--- config.mk ---
export PLATFORM = sky130hd
export DESIGN_NAME = cbu_modn_counter
export DESIGN_NICKNAME = d
export VERILOG_FILES = /design/src/rtl/cbu_modn_counter.sv
export SDC_FILE = /design/constraint.sdc
export NUM_CORES = 1
export LEC_CHECK = 0
export BUFFER_PORTS_ARGS = -buffer_cell sky130_fd_sc_hd__buf_2
export CAP_MARGIN = 40
export CORE_MARGIN = 5
export CORE_UTILIZATION = 25
export CTS_BUF_LIST = sky130_fd_sc_hd__clkbuf_16
export CTS_CLUSTER_SIZE = 8
export DETAILED_ROUTE_END_ITERATION = 6
export HOLD_SLACK_MARGIN = 0.06
export PLACE_DENSITY = 0.61
export SYNTH_ARGS = -nofsm -noshare
export SYNTH_HDL_FRONTEND = slang
export SYNTH_SLANG_ARGS = --single-unit
export TNS_END_PERCENT = 100
--- constraint.sdc ---
create_clock -name CLK -period 2.8 [get_ports CLK]
set_clock_uncertainty 0.15 [all_clocks]
set_input_delay 0.56 -clock CLK [delete_from_list [all_inputs] [get_ports CLK]]
set_output_delay 0.56 -clock CLK [all_outputs]
set_load 0.05 [all_outputs]
--- src/rtl/cbu_modn_counter.sv ---
// ----------------------------------------------------------------------------
// cbu_modn_counter
//
// Parameterised synchronous up counter. It counts 0 .. MODULUS-1 and then
// wraps to 0. It has cascade carry in/out so that stages can be chained into
// multi-digit counters, such as BCD counters or timebase prescalers.
// It also provides:
//   - a parallel load,
//   - a synchronous clear,
//   - a synchronous preset to the terminal count,
//   - a sticky wrap flag.
//
// Parameters
//   WIDTH    counter width in bits (2..16)
//   MODULUS  sequence length; Q runs 0..MODULUS-1 (2..2**WIDTH)
//
// Ports
//   CLK      rising-edge clock
//   CDN      asynchronous active-low clear; forces Q=0 and OVF=0
//   CS       synchronous clear (highest synchronous priority)
//   SP       synchronous preset to MODULUS-1
//   LD       synchronous parallel load of D (loaded unchanged, even if D is
//            out of range)
//   D        parallel load data
//   EN       count enable, shared by all stages of a cascade
//   CAI      cascade carry in; tie high on the least significant stage
//   OVF_CLR  synchronous clear of OVF. A wrap in the same cycle wins.
//   Q        current count
//   CAO      cascade carry out (combinational): CAI & EN & terminal
//   OVF      sticky wrap flag (registered)
// ----------------------------------------------------------------------------
module cbu_modn_counter #(
   parameter int WIDTH   = 4,
   parameter int MODULUS = 16
) (
   input  logic             CLK,
   input  logic             CDN,
   input  logic             CS,
   input  logic             SP,
   input  logic             LD,
   input  logic [WIDTH-1:0] D,
   input  logic             EN,
   input  logic             CAI,
   input  logic             OVF_CLR,
   output logic [WIDTH-1:0] Q,
   output logic             CAO,
   output logic             OVF
);

   // The terminal value always fits in WIDTH bits, because MODULUS <= 2**WIDTH.
   localparam logic [WIDTH-1:0] TERM = WIDTH'(MODULUS - 1);

   logic [WIDTH-1:0] q_reg;
   logic [WIDTH-1:0] q_next;
   logic             ovf_reg;
   logic             ovf_next;
   logic             at_term;
   logic             count_go;
   logic             wrap_evt;

   // The test is ">=" rather than "==". This way, an out-of-range value that
   // was loaded through D folds back to 0 on its next count.
   assign at_term  = (q_reg >= TERM);

   // The count branch is taken only when no clear, preset or load request is
   // active.
   assign count_go = ~CS & ~SP & ~LD & CAI & EN;
   assign wrap_evt = count_go & at_term;

   // The carry out deliberately ignores CS, SP and LD.
   // An upper stage therefore sees the same carry that a plain count would
   // produce.
   assign CAO = CAI & EN & at_term;

   always_comb begin
      q_next = q_reg;
      if (CS)
         q_next = '0;
      else if (SP)
         q_next = TERM;
      else if (LD)
         q_next = D;
      else if (count_go)
         q_next = at_term ? '0 : q_reg + 1'b1;
   end

   // Set has priority over clear, so a wrap is never lost to a coincident
   // OVF_CLR.
   always_comb begin
      ovf_next = ovf_reg;
      if (wrap_evt)
         ovf_next = 1'b1;
      else if (OVF_CLR)
         ovf_next = 1'b0;
   end

   always_ff @(posedge CLK or negedge CDN) begin
      if (!CDN) begin
         q_reg   <= '0;
         ovf_reg <= 1'b0;
      end else begin
         q_reg   <= q_next;
         ovf_reg <= ovf_next;
      end
   end

   assign Q   = q_reg;
   assign OVF = ovf_reg;

endmodule

# After elaboration in Yosys (flattened, before gate mapping)
# Index checks and enable logic that the tools add are counted.
classes:
  add_sub_neg: 1
  bitwise: 10
  n_lt_le_gt_ge: 1
  mux: 7
  n_reduce_logical: 2
ops:
  columns: ["op", "count"]
  rows:
  - ["2-to-1 mux 4 bit", 5]
  - ["AND 1 bit", 7]
  - ["adder 4 x 1 -> 4 bit, second input constant", 1]
  - [">= comparator 4 bit, second input constant", 1]
  - ["nonzero test 4 bit", 1]
  - ["NOT 1 bit", 3]
  - ["2-to-1 mux 1 bit", 2]
  - ["nonzero test 2 bit", 1]
word_totals:
  register_bits: 5
  word_cells: 23
  output_inout_bits: 6
  inputBits: 12

# Longest topological paths before layout
# Gate-level depths: netlist (run 1).
logic_depth:
  depth_word: 9
  depth_mapped: 4
  mapped_depth_nobuf: 4

# Worst setup path after synthesis (run 1)
# Ideal clock, no wire load.
synth_timing:
  kind: "reg2out"
  start: "register q_reg[0], in the netlist Q[0]"
  end: "output port CAO"
  n_path_buf: 0
  path_stages_with_launch: 4
  path_slack_ns: 0.380
  required_ns: 2.090
  arrival_ns: 1.710
  cell_sequence: "dfrtp_1 -> ha_1 -> nand3_1 -> nor2_1"
synth_between:
  elab_chain_len: 2
synth_rtl:
  columns: ["item", "line_no", "rtl"]
  rows:
  - ["start, declared", "53", "logic [WIDTH-1:0] q_reg;"]
  - ["start signal, assigned", "102", "q_reg <= q_next;"]
  - [">= comparator 4 bit", "63", "assign at_term = (q_reg >= TERM);"]
  - ["AND 1 bit", "73", "assign CAO = CAI & EN & at_term;"]
  - ["end, declared", "46", "output logic CAO,"]
# Every way passes these cells.

# Worst setup path in the final report (run 1)
# Same ends and word-level chain as after synthesis.

==> qor.tcl, run 1 <==
set qor(numCtsBuffers) 3
set qor(yosys.area.top_type) {sky130_fd_sc_hd__dfrtp_1}
set qor(synth_seq_area_share_pct) 38.17
set qor(grt_start_max_net_pins) 11
set qor(timing.critical_path.fanout_max) 5
set qor(kind_of_cell_with_the_highest_combined_delay_on_the_critical_path) {flip-flops}
set qor(die_area_um2) 2135
set qor(path_class) {reg2out}
set qor(numClockSinks) 5
set qor(areaGrowthSynthToFinish_pct) 54.96
set qor(detailedRoute.firstIterationViolations) 5
set qor(top_level_ports) 18
set qor(ctsResizeCount) 0
set qor(post_synth_most_frequent_cells) {sky130_fd_sc_hd__dfrtp_1 (5), sky130_fd_sc_hd__nand2_1 (4), sky130_fd_sc_hd__nor3b_1 (4), sky130_fd_sc_hd__nor2_1 (3)}
set qor(dpl.hpwl_um) 705.5
set qor(syn_avg_cell_area_um2) 9.106
set qor(setup-violations-final) 0
set qor(share_clk_of_total_power_pct) 61.8
set qor(mappedNetlistArea_um2) 327.8
set qor(fillers) 137
set qor(post-layout-total-power_mw) 0.3690
set qor(detail-route-antenna-nets) 0
set qor(synth_edf_count) 0
set qor(critical_path.endpoint_type) {output port}
set qor(fin_ws_ns) 0.7408
set qor(die_height_um) 46.21
set qor(power.leakage_nw) 0.2394
set qor(routed_wirelength_um) 927
set qor(timing.hold.ws_ns) 0.3549
set qor(cts.reportedPaths.clkPinSlew_ns) 0.03
set qor(initial_core_util_pct) 25.84
set qor(synth.top_cell.area_share_pct) 38.17
set qor(final_report_max_slew_violation_count) 0
set qor(synth_most_common_cell) {sky130_fd_sc_hd__dfrtp_1}
set qor(worstPathArrival_ns) 1.35
set qor(timing.final.crit_share_pct) 73.54
set qor(post_synth_inst_count) 36
set qor(cp_slowest_stage_delay_ns) 0.39
set qor(netlist-cell-type-count) 22
set qor(grt_setup_unrepaired) {no}
set qor(postSynthRegisterBits) 5
set qor(timing_hold_violations_final) 0
set qor(period_needed_ns) 2.059
set qor(net-switching-power_mw) 0.08685
set qor(grt_first_pass_wirelength_um) 1462
set qor(clock_insertion_delay_worst_skew_ns) 0.22
set qor(seq_power_share_pct) 22.8
set qor(via_count) 365
set qor(dr_drc_count) 0
set qor(total_grt_usage_pct) 10.07
set qor(portbufs) 17
set qor(setup_total_negative_slack_ns) 0
set qor(detailedRoute.firstPassIterationCount) 4
set qor(antenna_found_initial) 0
set qor(std_cell_rows) 13
set qor(p_int_mw) 0.2821
set qor(synth.net_count) 49
set qor(yosys-top-cells-area) {sky130_fd_sc_hd__dfrtp_1 (38%), sky130_fd_sc_hd__nor3b_1 (9.2%), sky130_fd_sc_hd__nand2_1 (4.6%)}
set qor(ctsRootBufferMaster) {sky130_fd_sc_hd__clkbuf_16}
set qor(n_antenna_cell) 0
set qor(share_of_flip_flops_with_an_asynchronous_set_or_reset_pct) 100.0
set qor(required_ns) 2.09
set qor(vdd_drop_max_mv) 0.6075
set qor(path_buf_inv) 1
set qor(p_sw_share_pct) 23.54
set qor(tightestPinTransition_ns) 0.3622
set qor(h-tree-depth) 1
set qor(detail_route.vias_per_cell) 5.141
set qor(dpl_worst_slack_ns) 0.8917
set qor(grt-ovfl-total) 0
set qor(post_drt_wl_per_cell_um) 13.06
set qor(grt_pass1_vias) 357
set qor(cp-start-kind) {register}
set qor(post_route_cells_drive_above_1_share_pct) 35.71
set qor(synth.yosys.warnings) 0
set qor(power.density_nw_per_um2) 726.3
set qor(routabilityCongestion) 0.7786
set qor(power_frac_comb_pct) 15.4
set qor(ys_dominant_reg_cell) {sky130_fd_sc_hd__dfrtp_1}
set qor(worst_slew_margin_pct) 75.23
set qor(status) {finished, final reports clean}
set qor(tritoncts) {built}
set qor(crit_chain) {ha_1, nand3_1, nor2_1, buf_2}
set qor(nets) 70
set qor(post_cts_buffers) 0
set qor(placeable_core_area_um2) 1269
set qor(critical-path-slowest-cell) {sky130_fd_sc_hd__dfrtp_1}
set qor(die_w_um) 46.21
set qor(max_freq_ghz) 0.4856
set qor(hold_class) {reg2reg}
set qor(maxCapViolCount) 0
set qor(cts-root-to-sink-buffers) 2
worst paths after layout:
| check | slack (ns) | start | cells past startpoint | endpoint |
|---|---|---|---|---|
| setup / recovery | 0.74 | Q[0]$_DFFE_PN0P_ | 4 | CAO |
| hold / removal | 0.35 | OVF$_DFFE_PN0P_ | 1 | OVF$_DFFE_PN0P_ |
| setup reg to reg | 1.39 | Q[0]$_DFFE_PN0P_ | 4 | Q[0]$_DFFE_PN0P_ |
| hold reg to reg | 0.35 | OVF$_DFFE_PN0P_ | 1 | OVF$_DFFE_PN0P_ |
| max in group asynchronous | 1.83 | CDN | 2 | Q[0]$_DFFE_PN0P_ |
| min in group asynchronous | 0.53 | CDN | 2 | OVF$_DFFE_PN0P_ |
per-layer routing:
metal	vias up	track usage, %	part of all wire, %
li1	179	-	-
met1	176	11.40	41
met2	10	15.11	51
met3	0	7.813	7.9
met4	0	1.705	0
met5	-	0	0
cells in the final DEF, fill, tap and decap left out, types with 2 or more instances in the layout:
cell type	Yosys	final
sky130_fd_sc_hd__buf_2	1	17
sky130_fd_sc_hd__dfrtp_1	5	5
sky130_fd_sc_hd__nand2_1	4	4
sky130_fd_sc_hd__nor3b_1	4	4
sky130_fd_sc_hd__nor2_1	3	3
sky130_fd_sc_hd__clkbuf_16	0	3
sky130_fd_sc_hd__and2_1	2	2
sky130_fd_sc_hd__inv_1	1	2
sky130_fd_sc_hd__nor4_1	2	2
worst reg2reg max path, delay by kind of cell (launching register included):
kind	cells	cell delay (ns)
AO/OA/AOI/OAI	2	0.25
adder cells (fa/ha/maj)	1	0.24
flip-flops	1	0.40
AND/OR/NAND/NOR	1	0.27
through the flow:
step | instance area [µm²] | util [%] | cells
4_1_cts | 508.0 | 40.04 | 71
3_3_place_gp | 419.2 | 33.04 | 66
2_1_floorplan | 327.8 | - | 36
6_report | 508.0 | 40.04 | 71
3_5_place_dp | 419.2 | 33.04 | 66
5_1_grt | 508.0 | 40.04 | 71
power groups by stage:
| stage | Combinational (mW) | Clock (mW) | Sequential (mW) |
|---|---|---|---|
| 2_1_floorplan | 0.0205 | 0 | 0.101 |
| 3_3_place_gp | 0.0558 | 0 | 0.0847 |
| 3_5_place_dp | 0.0556 | 0 | 0.0850 |
| 4_1_cts | 0.0575 | 0.231 | 0.0842 |
| 5_1_grt | 0.0624 | 0.240 | 0.0855 |
| 6_report | 0.0568 | 0.228 | 0.0842 |
cell families (layout without fill, tap and decap cells):
group                    after synthesis  count (layout)  synth area share, %
AND/OR/NAND/NOR                       17              17                27.86
XOR/XNOR                               1               1                2.672
adder cells (fa/ha/maj)                1               1                3.816
AO/OA/AOI/OAI                          9               9                22.52
buffers and inverters                  3              23                4.960
flip-flops                             5               5                38.17
sequential cells by signal, indices dropped and copies added, names as in the netlist:
register  flops
Q             4
OVF           1
final cells by class:
cell class,instances,area [µm²],share of cell area [%]
inverter,1,3.754,0.7389
tap,15,18.77,3.695
clock inverter,1,3.754,0.7389
sequential,5,125.1,24.63
clock buffer,3,75.07,14.78
timing repair buffer,18,95.09,18.72
multi-input combinational,28,186.4,36.70
repair_timing:
item / 4_1_cts / 5_1_grt
hold buffers: 1 / 0
setup endpoints to repair: 0 / 0
endpoints found under the hold margin: 5 / 0
Note: power is estimated with default switching activity, not from simulation.
==> run 2, diff against run 1 <==
- PLACE_DENSITY: 0.61 -> 0.63
- clock period: 2.8 -> 1.75 ns (I/O delays scaled with it)
==> run 2 against run 1 <==
  * Combinational power up 73%
  * Register-to-register slack worse by 1.1 ns
  * Sequential cell count unchanged
  * Via count up 4.9%
  * Non-clock buffer count unchanged
  * Count of clock-buffer cells in the layout unchanged
  * Die area unchanged
  * Clock power up 65%
  * Core utilization up 3.0 points
  * First-iteration DRC count up 140%
  * Worst setup slack worse by 0.66 ns
  * Critical path type unchanged
==> qor.tcl, run 2 (synthesis results as in run 1) <==
set qor(worst_r2r_endpoint) {Q[2]$_DFFE_PN0P_}
set qor(regToRegSetupSlack_ns) 0.33
set qor(nets) 70
set qor(power.density_nw_per_um2) 1120
set qor(cp-start-kind) {register}
set qor(post_route_cells_drive_above_1_share_pct) 44.64
set qor(min_delay_src) {CS}
set qor(net-switching-power_mw) 0.1553
set qor(maxCapViolCount) 0
set qor(grt_setup_unrepaired) {no}
set qor(cp_slowest_stage_delay_ns) 0.41
set qor(detailedRoute.firstPassIterationCount) 4
set qor(grt-ovfl-total) 0
set qor(tritoncts) {built}
set qor(top_level_ports) 18
set qor(numClockSinks) 5
set qor(crit_chain) {ha_4, nand3_2, nor2_4, buf_8}
set qor(via_count) 383
set qor(critical_path.endpoint_type) {output port}
set qor(grt_start_max_net_pins) 11
set qor(portbufs) 17
set qor(clock_insertion_delay_worst_skew_ns) 0.23
set qor(die_area_um2) 2135
set qor(final_report_max_slew_violation_count) 0
set qor(largest_register_ffs) 4
set qor(h-tree-depth) 1
set qor(status) {finished, final reports clean}
set qor(antenna_found_initial) 0
set qor(worstPathArrival_ns) 1.17
set qor(detail_route.vias_per_cell) 5.394
set qor(worst_slew_margin_pct) 76.53
set qor(setup_total_negative_slack_ns) 0
set qor(die_height_um) 46.21
set qor(post_cts_buffers) 0
set qor(fillers) 124
set qor(cts.reportedPaths.clkPinSlew_ns) 0.03
set qor(dr_drc_count) 0
set qor(grt_first_pass_wirelength_um) 1649
set qor(critical-path-slowest-cell) {sky130_fd_sc_hd__dfrtp_2}
set qor(grt_pass1_vias) 361
set qor(path_class) {reg2out}
set qor(post-layout-total-power_mw) 0.6112
set qor(hold_class) {in2reg}
set qor(cts-root-to-sink-buffers) 2
set qor(r2r_cells) 4
set qor(ctsRootBufferMaster) {sky130_fd_sc_hd__clkbuf_16}
set qor(path_buf_inv) 1
set qor(timing_hold_violations_final) 0
set qor(most-common-layout-cells) {sky130_fd_sc_hd__buf_2 (16), sky130_fd_sc_hd__nand2_1 (4), sky130_fd_sc_hd__nor3b_1 (4), sky130_fd_sc_hd__dfrtp_1 (3), sky130_fd_sc_hd__clkbuf_16 (3)}
set qor(timing.final.crit_share_pct) 95.57
set qor(hold-path-cell-count) 2
set qor(total_grt_usage_pct) 11.58
set qor(vdd_drop_max_mv) 0.4688
set qor(routabilityCongestion) 0.8295
set qor(die_w_um) 46.21
set qor(timing.critical_path.fanout_max) 5
set qor(areaGrowthSynthToFinish_pct) 66.41
set qor(power.leakage_nw) 0.2385
set qor(max_freq_ghz) 0.5979
set qor(power_frac_comb_pct) 16.1
set qor(commonest_non_fill_non_tap_cell_in_the_layout) {sky130_fd_sc_hd__buf_2}
set qor(period_needed_ns) 1.672
set qor(initial_core_util_pct) 25.84
set qor(kind_of_cell_with_the_highest_combined_delay_on_the_critical_path) {flip-flops}
set qor(placeable_core_area_um2) 1269
set qor(share_clk_of_total_power_pct) 61.5
set qor(std_cell_rows) 13
set qor(regToRegStartpoint) {Q[0]$_DFFE_PN0P_}
set qor(seq_power_share_pct) 22.4
set qor(worstHoldEndpoint) {Q[1]$_DFFE_PN0P_}
set qor(p_sw_share_pct) 25.41
set qor(numCtsBuffers) 3
set qor(routed_wirelength_um) 1053
set qor(tightestPinTransition_ns) 0.3432
set qor(required_ns) 1.25
set qor(detailedRoute.firstIterationViolations) 12
set qor(n_antenna_cell) 0
set qor(dpl.hpwl_um) 714.8
set qor(post_drt_wl_per_cell_um) 14.83
set qor(p_int_mw) 0.4559
set qor(setup-violations-final) 0
set qor(detail-route-antenna-nets) 0
-- run 2: cell counts in the layout (fill, tap and decap cells not counted) --
No cell type changed its count.
-- run 2: metrics by stage --
stage,setup WS (ns),hold WS [ns],cells,area [µm²],utilization (%)
3_5_place_dp,0.1428,0.02568,66,429.2,33.83
2_1_floorplan,0.05518,-0.09559,36,337.8,-
5_1_grt,0.03738,0.2580,71,545.5,43.00
6_report,0.07760,0.2415,71,545.5,43.00
4_1_cts,0.02401,0.2331,71,529.3,41.72
3_3_place_gp,0.1714,0.02518,66,429.2,33.83
-- run 2: repair_timing --
action	in CTS	in global routing
endpoints found under the hold margin	5	0
hold buffers	1	0
endpoints found under the setup margin	1	1
resized for setup	3	3
-- run 2: how the worst max path moves through the flow --
stage          endpoint  depth (start not counted)        startpoint  slack, ns
3_3_place_gp        CAO                          4  Q[0]$_DFFE_PN0P_       0.17
5_1_grt             CAO                          4  Q[0]$_DFFE_PN0P_       0.04
3_5_place_dp        CAO                          4  Q[0]$_DFFE_PN0P_       0.14
4_1_cts             CAO                          4  Q[0]$_DFFE_PN0P_       0.02
6_report            CAO                          4  Q[0]$_DFFE_PN0P_       0.08
2_1_floorplan       CAO                          3  Q[0]$_DFFE_PN0P_       0.06
-- run 2: routing by layer --
metal | vias up | part of all wire, % | track usage (%)
li1 | 179 | - | -
met1 | 178 | 38 | 11.16
met2 | 21 | 50 | 18.68
met3 | 5 | 8.5 | 5.469
met4 | 0 | 3.8 | 9.091
met5 | - | 0 | 0
-- run 2: power groups by stage --
stage          sequential (mW)  combinational, mW  clock (mW)
6_report                 0.137             0.0982       0.376
3_5_place_dp             0.136             0.0914           0
2_1_floorplan            0.163             0.0339           0
4_1_cts                  0.135             0.0959       0.379
5_1_grt                  0.138              0.107       0.390
3_3_place_gp             0.136             0.0917           0
-- run 2: cell type report --
type	instances	area, µm²	area share (%)
sequential	5	127.6	23.39
multi-input combinational	28	211.5	38.76
clock inverter	1	3.754	0.6881
timing repair buffer	18	105.1	19.27
tap	15	18.77	3.440
inverter	1	3.754	0.6881
clock buffer	3	75.07	13.76
-- run 2: worst register-to-register path, cell delays in order (launching register included) --
cell and delay (ns):
sky130_fd_sc_hd__dfrtp_2 0.41, sky130_fd_sc_hd__ha_4 0.16, sky130_fd_sc_hd__nand3_2 0.10, sky130_fd_sc_hd__xor2_1 0.17
sky130_fd_sc_hd__a211oi_1 0.32
==> run 3, diff against run 2 <==
- CAP_MARGIN: 40 -> 20
- PLACE_DENSITY: 0.63 -> 0.61
- SETUP_SLACK_MARGIN: unset -> 0.05
- clock period: 1.75 -> 1.79 ns (I/O delays scaled with it)
==> run 3 against run 2 <==
  * Sequential share of layout area is 0.63 points lower
  * Non-clock buffer count rose by 1
  * Sequential power barely moved
  * Count of clock-buffer cells in the layout did not move
  * Sequential cell count unchanged
  * First-iteration DRC count did not move
  * Worst setup slack improved by 0.025 ns
  * Clock power fell by 3%
  * Total power decreased by 2.6%
  * Largest power group unchanged
  * Global-route usage decreased by 1.1 points
  * Final area increased by 2.8%
  * Largest cell class unchanged
==> qor.tcl, run 3 (synthesis results as in run 1) <==
set qor(detail_route.vias_per_cell) 5.236
set qor(min_delay_src) {CS}
set qor(timing_hold_violations_final) 0
set qor(largest_register_ffs) 4
set qor(hold-path-cell-count) 2
set qor(dr_drc_count) 0
set qor(grt_start_max_net_pins) 11
set qor(portbufs) 17
set qor(h-tree-depth) 1
set qor(nets) 71
set qor(post-layout-total-power_mw) 0.5955
set qor(period_needed_ns) 1.687
set qor(grt-ovfl-total) 0
set qor(routabilityCongestion) 0.8135
set qor(most-common-layout-cells) {sky130_fd_sc_hd__buf_2 (16), sky130_fd_sc_hd__nand2_1 (4), sky130_fd_sc_hd__nor3b_1 (4), sky130_fd_sc_hd__dfrtp_1 (3), sky130_fd_sc_hd__clkbuf_16 (3)}
set qor(setup-violations-final) 0
set qor(worst_slew_margin_pct) 76.71
set qor(status) {finished, final reports clean}
set qor(grt_setup_unrepaired) {no}
set qor(die_height_um) 46.21
set qor(post_route_cells_drive_above_1_share_pct) 45.61
set qor(ctsRootBufferMaster) {sky130_fd_sc_hd__clkbuf_16}
set qor(tightestPinTransition_ns) 0.3405
set qor(tritoncts) {built}
set qor(max_freq_ghz) 0.5928
set qor(required_ns) 1.28
set qor(power.density_nw_per_um2) 1062
set qor(timing.critical_path.fanout_max) 5
set qor(initial_core_util_pct) 25.84
set qor(detailedRoute.firstIterationViolations) 12
set qor(total_grt_usage_pct) 10.49
set qor(clock_insertion_delay_worst_skew_ns) 0.23
set qor(hold_class) {in2reg}
set qor(cts.reportedPaths.clkPinSlew_ns) 0.03
set qor(numClockSinks) 5
set qor(power.leakage_nw) 0.2442
set qor(detail-route-antenna-nets) 0
set qor(r2r_cells) 3
set qor(dpl_worst_slack_ns) 0.1704
set qor(areaGrowthSynthToFinish_pct) 70.99
set qor(grt_first_pass_wirelength_um) 1483
set qor(vdd_drop_max_mv) 0.3542
set qor(regToRegSetupSlack_ns) 0.39
set qor(final_core_utilization_pct) 44.18
set qor(commonest_non_fill_non_tap_cell_in_the_layout) {sky130_fd_sc_hd__buf_2}
set qor(final_report_max_slew_violation_count) 0
set qor(cts-root-to-sink-buffers) 2
set qor(cp-start-kind) {register}
set qor(setup_total_negative_slack_ns) 0
set qor(via_count) 377
set qor(post_drt_wl_per_cell_um) 14.07
set qor(maxCapViolCount) 0
set qor(detailedRoute.firstPassIterationCount) 5
set qor(grt_pass1_vias) 358
set qor(n_antenna_cell) 0
set qor(worstPathArrival_ns) 1.18
set qor(critical_path.endpoint_type) {output port}
set qor(regToRegStartpoint) {Q[2]$_DFFE_PN0P_}
set qor(placeable_core_area_um2) 1269
set qor(fin_ws_ns) 0.1030
set qor(path_class) {reg2out}
set qor(top_level_ports) 18
set qor(routed_wirelength_um) 1013
set qor(numCtsBuffers) 3
set qor(die_area_um2) 2135
set qor(timing.final.crit_share_pct) 94.25
set qor(worst_r2r_endpoint) {Q[3]$_DFFE_PN0P_}
set qor(antenna_found_initial) 0
set qor(die_w_um) 46.21
set qor(std_cell_rows) 13
set qor(fillers) 121
set qor(worstHoldEndpoint) {Q[1]$_DFFE_PN0P_}
## run 3: cell count changes in the layout (fill, tap and decap cells not counted), sizes merged
cell  delta
buf      +1
## run 3: critical path: stages (launching register included)
cell and delay, ns:
sky130_fd_sc_hd__dfrtp_2 0.40, sky130_fd_sc_hd__ha_4 0.17, sky130_fd_sc_hd__nand3_4 0.09, sky130_fd_sc_hd__nor2_4 0.14, sky130_fd_sc_hd__buf_8 0.15
## run 3: cell type report
type / count / area, µm² / share of cell area (%)
clock inverter: 1 / 3.754 / 0.6696
multi-input combinational: 28 / 219.0 / 39.06
tap: 15 / 18.77 / 3.348
timing repair buffer: 19 / 112.6 / 20.09
clock buffer: 3 / 75.07 / 13.39
sequential: 5 / 127.6 / 22.77
inverter: 1 / 3.754 / 0.6696
## run 3: timing repair
| item | CTS | global route |
|---|---|---|
| endpoints found under the hold margin | 5 | 0 |
| endpoints found under the setup margin | 1 | 1 |
| buffers inserted | 0 | 1 |
| hold buffers | 1 | 0 |
| resized for setup | 3 | 4 |
| pin swaps | 0 | 1 |
## run 3: worst max path at each step
stage               end  cells after the start  slack [ns]        startpoint
floorplan           CAO                      3        0.09  Q[0]$_DFFE_PN0P_
global placement    CAO                      4        0.18  Q[0]$_DFFE_PN0P_
detailed placement  CAO                      4        0.17  Q[0]$_DFFE_PN0P_
CTS                 CAO                      4        0.06  Q[0]$_DFFE_PN0P_
global route        CAO                      4        0.07  Q[0]$_DFFE_PN0P_
finish              CAO                      4        0.10  Q[0]$_DFFE_PN0P_
## run 3: metrics by stage
| step | cell area, µm² | hold slack, ns | cells |
|---|---|---|---|
| floorplan | 337.8 | -0.08759 | 36 |
| global placement | 429.2 | 0.02650 | 66 |
| detailed placement | 429.2 | 0.02976 | 66 |
| CTS | 529.3 | 0.2130 | 71 |
| global route | 560.5 | 0.2352 | 72 |
| finish | 560.5 | 0.2192 | 72 |
## run 3: metal layers
metal / GRT usage, % / share of wire (%) / routed length (µm) / vias up
li1: - / - / - / 179
met1: 11.48 / 38 / 389 / 171
met2: 15.93 / 49 / 495 / 23
met3: 2.734 / 10 / 102 / 4
met4: 10.23 / 2.6 / 26 / 0
met5: 0 / 0 / 0 / -
## run 3: report_power, final
part	switching, mW	internal [mW]
Sequential	0.0121	0.122
Combinational	0.0615	0.0347
Clock	0.0756	0.289
